$ cat config.mk
export PLATFORM = sky130hd
export DESIGN_NAME = serial_add_seq
export DESIGN_NICKNAME = d
export VERILOG_FILES = /design/src/rtl/serial_add_seq.sv
export SDC_FILE = /design/constraint.sdc
export NUM_CORES = 1
export LEC_CHECK = 0
export ABC_AREA = 0
export BUFFER_PORTS_ARGS = -buffer_cell sky130_fd_sc_hd__buf_4
export CAP_MARGIN = 5
export CORE_MARGIN = 2
export CORE_UTILIZATION = 30
export CTS_CLUSTER_SIZE = 24
export DETAILED_ROUTE_END_ITERATION = 6
export PLACE_DENSITY = 0.47
export SLEW_MARGIN = 20
export SYNTH_ARGS = -nofsm -noshare
export SYNTH_HDL_FRONTEND = slang
export SYNTH_SLANG_ARGS = --single-unit
$ cat constraint.sdc
create_clock -name clk -period 1.8 [get_ports clk]
set_clock_uncertainty 0.15 [all_clocks]
set_input_delay 0.09 -clock clk [delete_from_list [all_inputs] [get_ports clk]]
set_output_delay 0.09 -clock clk [all_outputs]
set_load 0.05 [all_outputs]
$ cat src/rtl/serial_add_seq.sv
// serial_add_seq: bit-serial adder sequencing operands through an external full-adder stage.
module serial_add_seq #(
    parameter int WIDTH = 8
) (
    input  logic             clk,
    input  logic             rst_n,
    input  logic             in_valid,
    output logic             in_ready,
    input  logic [WIDTH-1:0] op_a,
    input  logic [WIDTH-1:0] op_b,
    input  logic             cin,
    output logic             fa_a,
    output logic             fa_b,
    output logic             fa_c,
    input  logic             fa_sum,
    input  logic             fa_cout,
    output logic             out_valid,
    input  logic             out_ready,
    output logic [WIDTH-1:0] result,
    output logic             cout_out,
    output logic             busy
);
    localparam int CW = $clog2(WIDTH);
    typedef enum logic [1:0] {IDLE, SHIFT, DONE} state_t;
    state_t state, state_nx;
    logic [WIDTH-1:0] sa, sb, res;
    logic [CW-1:0] cnt;
    logic cr, cout_r, accept, last;
    assign accept    = state == IDLE && in_valid;
    assign last      = state == SHIFT && cnt == CW'(WIDTH - 1);
    assign in_ready  = state == IDLE;
    assign out_valid = state == DONE;
    assign busy      = state != IDLE;
    assign fa_a      = sa[0];
    assign fa_b      = sb[0];
    assign fa_c      = cr;
    assign result    = res;
    assign cout_out  = cout_r;
    always_ff @(posedge clk or negedge rst_n)
        if (!rst_n) state <= IDLE;
        else        state <= state_nx;
    always_comb begin
        state_nx = state;
        state_nx = accept ? SHIFT :
                   last ? DONE :
                   (state == DONE && out_ready) ? IDLE : state;
    end
    // cnt saturates on the final bit so it never wraps for power-of-two widths
    always_ff @(posedge clk or negedge rst_n) begin
        if (!rst_n) begin
            sa     <= '0;
            sb     <= '0;
            res    <= '0;
            cr     <= 1'b0;
            cnt    <= '0;
            cout_r <= 1'b0;
        end else if (accept) begin
            sa  <= op_a;
            sb  <= op_b;
            cr  <= cin;
            cnt <= '0;
            res <= '0;
        end else if (state == SHIFT) begin
            sa     <= sa >> 1;
            sb     <= sb >> 1;
            res    <= {fa_sum, res[WIDTH-1:1]};
            cr     <= fa_cout;
            cnt    <= last ? cnt : cnt + CW'(1);
            cout_r <= last ? fa_cout : cout_r;
        end
    end
endmodule
# Yosys cells after proc, flatten, opt, wreduce, memory -nomap -nowiden

Index checks and enable logic that the tools add are counted.

Bits in registers: 31
Input bits: 23
Word-level logic and storage cells: 36

$add $sub $neg: 1
Equality and inequality tests: 4
Muxes and demuxes: 14
Bitwise operators: 1
Reductions and logical operators: 9

Operators by type and width:

| operator                                             | count |
|---|---|
| two-way mux 8 bit                                    | 6 |
| two-way mux 3 bit                                    | 3 |
| two-way mux 2 bit                                    | 3 |
| nonzero test 2 bit                                   | 2 |
| adder 3 x 1 -> 3 bit (second input constant)         | 1 |
| equality test 3 bit (second input constant)          | 1 |
| logical AND 1 bit                                    | 3 |
| AND reduction 3 bit                                  | 1 |
| nonzero test 3 bit                                   | 1 |
| equality test 2 x 1 -> 1 bit (second input constant) | 1 |
| equality test 2 bit (second input constant)          | 1 |
| logical NOT 2 bit                                    | 1 |
| two-way mux 1 bit                                    | 2 |
| inequality test 2 bit (second input constant)        | 1 |
| AND reduction 2 bit                                  | 1 |
| NOT 1 bit                                            | 1 |

# Depth between registers and ports, before layout

Gate-level depths: netlist of run 1.

Depth after elaboration: 5
Gate-level depth with buffers: 5
Gate-level depth less buffers: 5

# Worst setup path before layout of run 1

No wires, ideal clock.

Kind: register -> output
From: reg state[0]
To: out in_ready
Arrival time: 1435 ps
Data required time: 1560 ps
Path slack: 125 ps
Stages on the path, launching flop included: 5
Buffers on the path: 2
Cells stage by stage: dfrtp_1 > buf_4 > buf_2 > or2_2 > inv_1

Cells in the longest elaborated chain, start to end: 1

RTL lines:

| what                   | line | RTL |
|---|---|---|
| start, declared        | 25   | `state_t state, state_nx;` |
| start signal, assigned | 41   | `else state <= state_nx;` |
| logical NOT 2 bit      | 31   | `assign in_ready = state == IDLE;` |
| end, declared          | 8    | `output logic in_ready,` |

No other way between the ends.

# Worst setup path after layout of run 1

From: reg cnt[0]
To: reg cnt[0]

Cells in the longest elaborated chain, start to end: 4

RTL lines:

| what                                                        | line   | RTL |
|---|---|---|
| start, declared                                             | 27     | `logic [CW-1:0] cnt;` |
| start signal, assigned                                      | 68     | `cnt <= last ? cnt : cnt + CW'(1);` |
| adder 3 x 1 -> 3 bit or equality test 3 bit (tied branches) | 68, 30 |  |
| two-way mux 3 bit or logical AND 1 bit (tied branches)      | 68, 30 |  |
| two-way mux 3 bit or inequality test 2 bit (tied branches)  | -      |  |
| two-way mux 3 bit or AND reduction 2 bit (tied branches)    | -      |  |

Parallel ways exist; a longest one is shown, timed or not. The select of a mux whose other input is x is not followed.
A chain may end at the register's enable or synchronous reset.

==> results.cfg, run 1 <==
[min_path]
hold_class = primary input to register

[detailed_routing]
wl_um = 3580
drcViolationCount = 0
vias = 1267
drtIter0Drc = 43
via_per_inst = 5.19
drtAntennaViolNets = 0
firstDrtPassIters = 4
routedWlPerCell_um = 14.7

[place]
dpl.cell_count = 226
place_hpwl_um = 2390
portBuffers = 37
gp_congestion = 0.722
post_dp_cell_area_um2 = 1770

[cts]
cts_resized = 0
root_buffer = clkbuf_8
cts_hold_buf = 11
tritoncts = yes
clk_path_buf_depth = 2
clkTransAtPathRegs_ns = 0.06
cts_setup_buffers = 0
cts-buffers-inserted = 5
htreeDepth = 2
clock-sinks = 31
clk_latency_ns = 0.28

[global_route]
grt_pass1_wl_um = 5620
grt_max_degree = 32
antenna_found_initial = 0
grt_overflow = 0
grt_pass1_vias = 1177
grtUsageTotal_pct = 13.9

[floorplan]
coreArea_um2 = 4690
die_h_um = 73.7
rows = 25
start_util_pct = 31.0
die_w_um = 73.7
ios = 38
die_area_um2 = 5430

[power]
p_per_area_nw_per_um2 = 1650
power.net_switching_w = 0.00137
power_frac_comb_pct = 43.8
vdd_drop_max_uv = 760
p_clk_share_pct = 16.9
swShare_pct = 42.4
p_seq_share_pct = 39.3
p_leak_nw = 0.863
internal-power_w = 0.00187

[final_layout]
drive_above_1_share_pct = 30.5
antenna_cells = 0
layout.cells.non_filler = 244
final_util_pct = 41.9
stdcell_area_um2 = 1970
nNetsFinal = 215
n_fill_cell = 474
area_growth_pct = 35.1

[logic_synthesis]
synth_top_family_by_area = simple AND/OR/NAND/NOR gates
yosysTopAreaCell = dfrtp_1
ys.flop_type = dfrtp_1
synth.most_common_cell = nor3_1
async_flop_share_pct = 100
ys_warn_count = 0
syn-cell-area_um2 = 1460
synth_cell_type_count = 22
synth_fp_nets = 167
yosysSeqAreaShare_pct = 53.3
synth_xor_xnor_area_share_pct = 0
avgSynthCellArea_um2 = 10.3
synth-simple-area-share_pct = 20.2
synthesis.instances = 142
synth_compound_area_share_pct = 17.2
ys_top_cells_by_area = dfrtp_1, nor3_1, a22o_1
synth_top_area_share_pct = 53.3
synth_edf_count = 0
ys_ff_latch = 31
synthAdderAreaFrac_pct = 1.72
yosys-top-cells-count = nor3_1, dfrtp_1, o22ai_1
synth_mux_area_share_pct = 1.80

[sta]
max_slew_margin_pct = 73.2
rsz0062_at_grt = false
tns_ns = 0
drv_slew = 0
timing_hold_violations_final = 0
worstMarginPinSlew_ns = 0.402
fmax_mhz = 615
setup_viol = 0
finalCriticalPeriod_ns = 1.63
post-route-period-util_pct = 90.4

[critical_path]
regToRegSetupSlack_ns = 0.17
crit_path_start_kind = register
worstSetupPathType = register to register
arrival_ns = 1.64
cp_max_fo = 6
endpoint_kind = register
cp_data_required_time_ns = 1.82

[status]
status = completed

[job]
drv_cap = 0
## final timing paths
path,cells past startpoint,endpoint,startpoint
setup / recovery,5,cnt[0],cnt[0]
hold reg to reg,1,result[0],result[0]
min in group asynchronous,2,sa[1],rst_n
hold / removal,3,sa[4],op_a[4]
max in group asynchronous,2,fa_c,rst_n
setup reg to reg,5,cnt[0],cnt[0]
## worst max-delay path: stages, from the launching register on
cell and delay, ns:
dfrtp_1 0.39, ha_1 0.16, ha_1 0.26, nor2_1 0.11
mux2_2 0.27, a22o_1 0.17
## final cells by class
class | instances | area (um^2) | area share, %
Tap cell | 54 | 67.6 | 3.43
Clock buffer | 6 | 82.6 | 4.20
Sequential cell | 31 | 776 | 39.4
Inverter | 2 | 8.76 | 0.445
Timing Repair Buffer | 54 | 433 | 22.0
Clock inverter | 1 | 5.00 | 0.254
Multi-Input combinational cell | 96 | 596 | 30.3
## state kept, by name, indices dropped and copies added (netlist names)
signal	cells
state	2
result	8
sa	8
cnt	3
sb	8
cout_out	1
fa_c	1
## layer usage
metal / track usage, % / share of wire (%) / wire length (um)
met5: 0 / 0 / 0
met4: 5.25 / 1.0 / 37
met3: 5.49 / 5.6 / 200
met2: 21.7 / 47 / 1690
met1: 17.2 / 46 / 1650
## cell families (layout without fill, tap and decap cells)
logic type      count (synthesis)  count (layout)
simple gates                   56              56
mux                             2               2
flops                          31              31
buf+inv                        15              63
fa+ha+maj                       2               2
compound gates                 36              36
## placed cells by master, fill, tap and decap left out
cell / instances
o21ai_0: 7
nand2_1: 2
nand2b_2: 1
buf_4: 43
nor2b_1: 1
dfrtp_1: 31
ha_1: 2
a22o_1: 13
o21a_1: 1
clkinv_2: 2
or2_2: 1
nand2b_4: 1
o22ai_1: 15
dlygate4sd3_1: 11
nor2_1: 3
clkbuf_8: 6
nor2b_2: 1
mux2_4: 1
nor3_1: 45
inv_1: 1
mux2_2: 1
nand2_2: 1
## stage by stage
| stage | hold WS, ns | power, W | setup WS, ns |
|---|---|---|---|
| 2_1_floorplan | -0.356 | 0.00226 | 0.125 |
| 4_1_cts | 0.0000946 | 0.00328 | 0.160 |
| 3_3_place_gp | -0.0980 | 0.00265 | 0.260 |
| 3_5_place_dp | -0.0919 | 0.00269 | 0.186 |
| 6_report | 0.00631 | 0.00324 | 0.173 |
| 5_1_grt | 0.0105 | 0.00344 | 0.0719 |
## power groups by stage
stage	combinational, W	clock, W	sequential [W]
2_1_floorplan	0.000648	0	0.00161
3_3_place_gp	0.00139	0	0.00126
3_5_place_dp	0.00142	0	0.00127
4_1_cts	0.00143	0.000571	0.00127
5_1_grt	0.00152	0.000598	0.00131
6_report	0.00142	0.000548	0.00127
No activity file was read; power rests on OpenSTA's default activity.
==> run 2: changes to the inputs <==
- CORE_ASPECT_RATIO: default -> 0.5
- SETUP_SLACK_MARGIN: default -> 0.3
==> run 2 against run 1 <==
Core utilization is 4.2 points higher. Maximum frequency is 11% higher. Sequential power hardly changed. The flow now finishes with violations (negative hold slack). Critical path type unchanged. Clock-buffer cell count stayed put. Die area is 0.63% higher. Global-route usage is 1.8 points higher. Wire length is 3.5% higher. Critical endpoint unchanged. Via count is 2.4% higher. Design area is 6.3% higher. Clock power hardly changed. Non-clock buffer count is 6 higher.
==> results.cfg, run 2 (synthesis results as in run 1) <==
[status]
status = complete, but fails checks
violations = negative hold slack

[floorplan]
ios = 38
die_h_um = 53.3
start_util_pct = 32.1
rows = 17
die_w_um = 103
coreArea_um2 = 4530
die_area_um2 = 5460

[power]
vdd_drop_max_uv = 835
power_w = 0.00336
p_per_area_nw_per_um2 = 1610
p_leak_nw = 0.889

[cts]
tritoncts = yes
clkTransAtPathRegs_ns = 0.06
cts-buffers-inserted = 5
htreeDepth = 2
clk_latency_ns = 0.28
root_buffer = clkbuf_8
clk_path_buf_depth = 2
clock-sinks = 31

[critical_path]
cp_data_required_time_ns = 1.82
endpoint_kind = register
rr_worst_depth = 4
critical_path.endpoint = cnt[0]
crit_path_start_kind = register
cp-startpoint = cnt[1]
worstSetupPathType = register to register
r2r-start = cnt[1]
regToRegSetupSlack_ns = 0.33
arrival_ns = 1.49
cp_max_fo = 6
rr_endpoint = cnt[0]

[sta]
tns_ns = 0
holdWs_ns = -0.000817
setup_viol = 0
fmax_mhz = 681
finalCriticalPeriod_ns = 1.47
rsz0062_at_grt = true
worstMarginPinSlew_ns = 0.410
drv_slew = 0
post-route-period-util_pct = 81.6
max_slew_margin_pct = 72.7
timing_hold_violations_final = 1

[final_layout]
layout_commonest_cell = nor3_1
nNetsFinal = 221
drive_above_1_share_pct = 35.2
antenna_cells = 0
area_growth_pct = 43.6
final_cell_mix = nor3_1, buf_4, dfrtp_1

[global_route]
grtUsageTotal_pct = 15.6
grt_pass1_wl_um = 6300
grt_overflow = 0
grt_pass1_vias = 1290
grt_max_degree = 32
antenna_found_initial = 0

[detailed_routing]
vias = 1297
routedWlPerCell_um = 14.2
via_per_inst = 4.95
drtIter0Drc = 33
firstDrtPassIters = 4
drtAntennaViolNets = 0
wl_um = 3710
drcViolationCount = 0

[place]
place_hpwl_um = 2290
portBuffers = 37
gp_congestion = 0.711

[min_path]
worstHoldStart = op_b[2]
hold_class = primary input to register

[job]
drv_cap = 0
[run 2: cell count changes in the layout (fill, tap and decap cells not counted), sizes merged]
| cell | delta |
|---|---|
| buf | +4 |
| dlygate4sd3 | +2 |
| clkinvlp | +1 |
| inv | -1 |
[run 2: layer usage]
layer	vias to the layer above	global-route usage (%)	share of wire, %
met1	626	20.8	49
met4	0	6.67	1.5
met3	5	4.23	4.2
met2	24	24.1	45
met5	-	0	0
li1	642	-	-
[run 2: report_power, final]
| part | switching [W] | total (W) | leakage (nW) | internal, W |
|---|---|---|---|---|
| Sequential | 0.000260 | 0.00127 | 0.364 | 0.00101 |
| Combinational | 0.000903 | 0.00155 | 0.478 | 0.000645 |
| Clock | 0.000250 | 0.000550 | 0.0470 | 0.000299 |
[run 2: area by class of cell]
| type | count | area, um^2 |
|---|---|---|
| clock inverters | 1 | 5.00 |
| flip-flops and latches | 31 | 778 |
| well taps | 66 | 82.6 |
| multi-input cells | 96 | 633 |
| inverters | 2 | 12.5 |
| repair buffers | 60 | 498 |
| clock buffers | 6 | 82.6 |
| fillers | 453 | 2440 |
[run 2: worst min-delay path by stage]
stage / to / depth (start not counted)
after global placement: state[1] / 1
final: sb[2] / 3
after global routing: sa[4] / 3
after CTS: sb[2] / 3
after floorplan: cnt[0] / 0
after detailed placement: cnt[1] / 1
[run 2: through the flow]
stage	hold WS [ns]	area (um^2)	worst slack, ns	instances	util (%)
2_1_floorplan	-0.356	1470	0.226	142	-
3_3_place_gp	-0.0932	1790	0.293	238	39.6
3_5_place_dp	-0.0961	1790	0.244	238	39.6
4_1_cts	0.00377	2070	0.299	262	45.6
5_1_grt	0.0164	2090	0.289	262	46.2
6_report	-0.000817	2090	0.331	262	46.2
[run 2: critical path: stages, from the launching register on]
cell and delay, ns:
dfrtp_1 0.42, ha_4 0.18, ha_4 0.17, mux2_2 0.26, a22o_1 0.17
[run 2: timing repair]
action,CTS,global route
setup endpoints to repair,5,16
endpoints found under the hold margin,44,0
buffers inserted,4,0
resized for setup,7,5
hold buffers,13,0
==> run 3: changes to the inputs <==
- PLACE_DENSITY: 0.47 -> 0.49
- clock period: 1.8 -> 1.3 ns (I/O delays scaled with it)
==> run 3 against run 2 <==
The run ends with negative setup slack left. Non-clock buffer count rose by 45. Clock-buffer cell count did not move. Worst setup slack got worse by 0.52 ns. Hold slack improved by 0.10 ns. Via count rose by 19%. Design area rose by 42%. Combinational power rose by 130%. Core utilization rose by 20 points. Wire length rose by 33%. Final cell count rose by 18%. First-iteration DRC count did not move. Largest power group unchanged. Highest routed layer unchanged.
==> results.cfg, run 3 (synthesis results as in run 1) <==
[status]
status = complete, but fails checks
violations = negative setup slack

[cts]
clk_latency_ns = 0.27
clock-sinks = 31
tritoncts = yes
root_buffer = clkbuf_8
clkTransAtPathRegs_ns = 0.06
htreeDepth = 2
cts-buffers-inserted = 5
clk_path_buf_depth = 2

[critical_path]
crit_path_start_kind = register
cp_max_fo = 5
endpoint_kind = output port
worstSetupPathType = register to output port
cp_data_required_time_ns = 1.09
arrival_ns = 1.28

[global_route]
grt_pass1_wl_um = 7200
grt_overflow = 0
grtUsageTotal_pct = 17.7
grt_max_degree = 32
grt_pass1_vias = 1517
antenna_found_initial = 0

[place]
portBuffers = 37
gp_congestion = 0.702
post_dp_cell_area_um2 = 1950
place_hpwl_um = 2360

[final_layout]
antenna_cells = 0
drive_above_1_share_pct = 61.3
layout_commonest_cell = buf_4
final_util_pct = 65.7
nNetsFinal = 267
area_growth_pct = 104
stdcell_area_um2 = 2980
final_cell_mix = buf_4, dfrtp_1, nor3_2, buf_6

[sta]
rsz0062_at_grt = true
drv_slew = 0
setup_viol = 23
holdWs_ns = 0.102
post-route-period-util_pct = 115
fmax_mhz = 671
tns_ns = -2.22
finalCriticalPeriod_ns = 1.49
setup_ws_ns = -0.190
timing_hold_violations_final = 0
max_slew_margin_pct = 72.9
worstMarginPinSlew_ns = 0.407

[power]
vdd_drop_max_uv = 1490
p_per_area_nw_per_um2 = 2140
p_leak_nw = 1.29

[detailed_routing]
wl_um = 4950
drcViolationCount = 0
drtIter0Drc = 33
vias = 1544
drtAntennaViolNets = 0
via_per_inst = 5.00
routedWlPerCell_um = 16.0
firstDrtPassIters = 4

[floorplan]
coreArea_um2 = 4530
die_area_um2 = 5460
start_util_pct = 32.1
die_h_um = 53.3
rows = 17
die_w_um = 103
ios = 38

[min_path]
hold_class = primary input to register

[job]
drv_cap = 0
-- run 3: cell count changes in the layout (fill, tap and decap cells not counted), moves of 3 or more --
cell	before	now
dlygate4sd3_1	13	21
o22ai_4	0	3
buf_12	0	5
o22ai_1	15	2
nor3_2	0	24
o21ai_0	7	1
o21ai_2	0	3
buf_6	2	24
buf_4	44	49
nor3_1	45	21
o22ai_2	0	10
-- run 3: metal layers --
layer	global-route usage, %	share of wire, %	routed length (um)
met3	3.96	3.0	147
met4	4.67	1.1	56
met5	0	0	0
met2	30.3	49	2400
met1	22.8	47	2340
-- run 3: cell type report --
type / count / area [um^2]
multi-input combinational: 97 / 911
tap: 66 / 82.6
fill: 363 / 1550
clock inverter: 2 / 35.0
timing repair buffer: 105 / 1070
inverter: 2 / 18.8
clock buffer: 6 / 82.6
sequential: 31 / 777
-- run 3: path summary, 6_finish.rpt --
| path | start | endpoint | slack [ns] | depth (start not counted) |
|---|---|---|---|---|
| max | state[0] | in_ready | -0.19 | 4 |
| min | in_valid | sb[7] | 0.10 | 4 |
| max reg2reg | cnt[1] | cnt[0] | -0.18 | 5 |
| min reg2reg | sb[7] | sb[7] | 0.37 | 2 |
| max in group asynchronous | rst_n | state[1] | 0.58 | 2 |
| min in group asynchronous | rst_n | cnt[2] | 0.11 | 2 |
-- run 3: timing repair --
| action | 4_1_cts | 5_1_grt |
|---|---|---|
| hold buffers | 20 | 1 |
| setup endpoints to repair | 46 | 46 |
| pin swaps | 2 | 10 |
| hold endpoints to repair | 51 | 1 |
| gates cloned | 2 | 3 |
| buffers inserted | 16 | 12 |
| resized for setup | 41 | 48 |
-- run 3: metrics by stage --
| stage | instances | worst slack [ns] | power (W) |
|---|---|---|---|
| detailed placement | 247 | -0.200 | 0.00399 |
| global placement | 247 | -0.143 | 0.00395 |
| CTS | 293 | -0.191 | 0.00574 |
| global route | 309 | -0.242 | 0.00671 |
| finish | 309 | -0.190 | 0.00637 |
| floorplan | 142 | -0.122 | 0.00325 |
-- run 3: critical path, stage by stage, from the launching register on --
cell	delay, ns
dfrtp_1	0.40
buf_6	0.14
or2_4	0.26
clkinvlp_4	0.07
buf_8	0.13
-- run 3: power breakdown --
group	internal, W	leakage (nW)	total, W	switching (W)
sequential	0.00139	0.365	0.00184	0.000447
clock	0.000620	0.0612	0.000971	0.000352
combinational	0.00188	0.861	0.00357	0.00169
total	0.00389	1.29	0.00637	0.00249
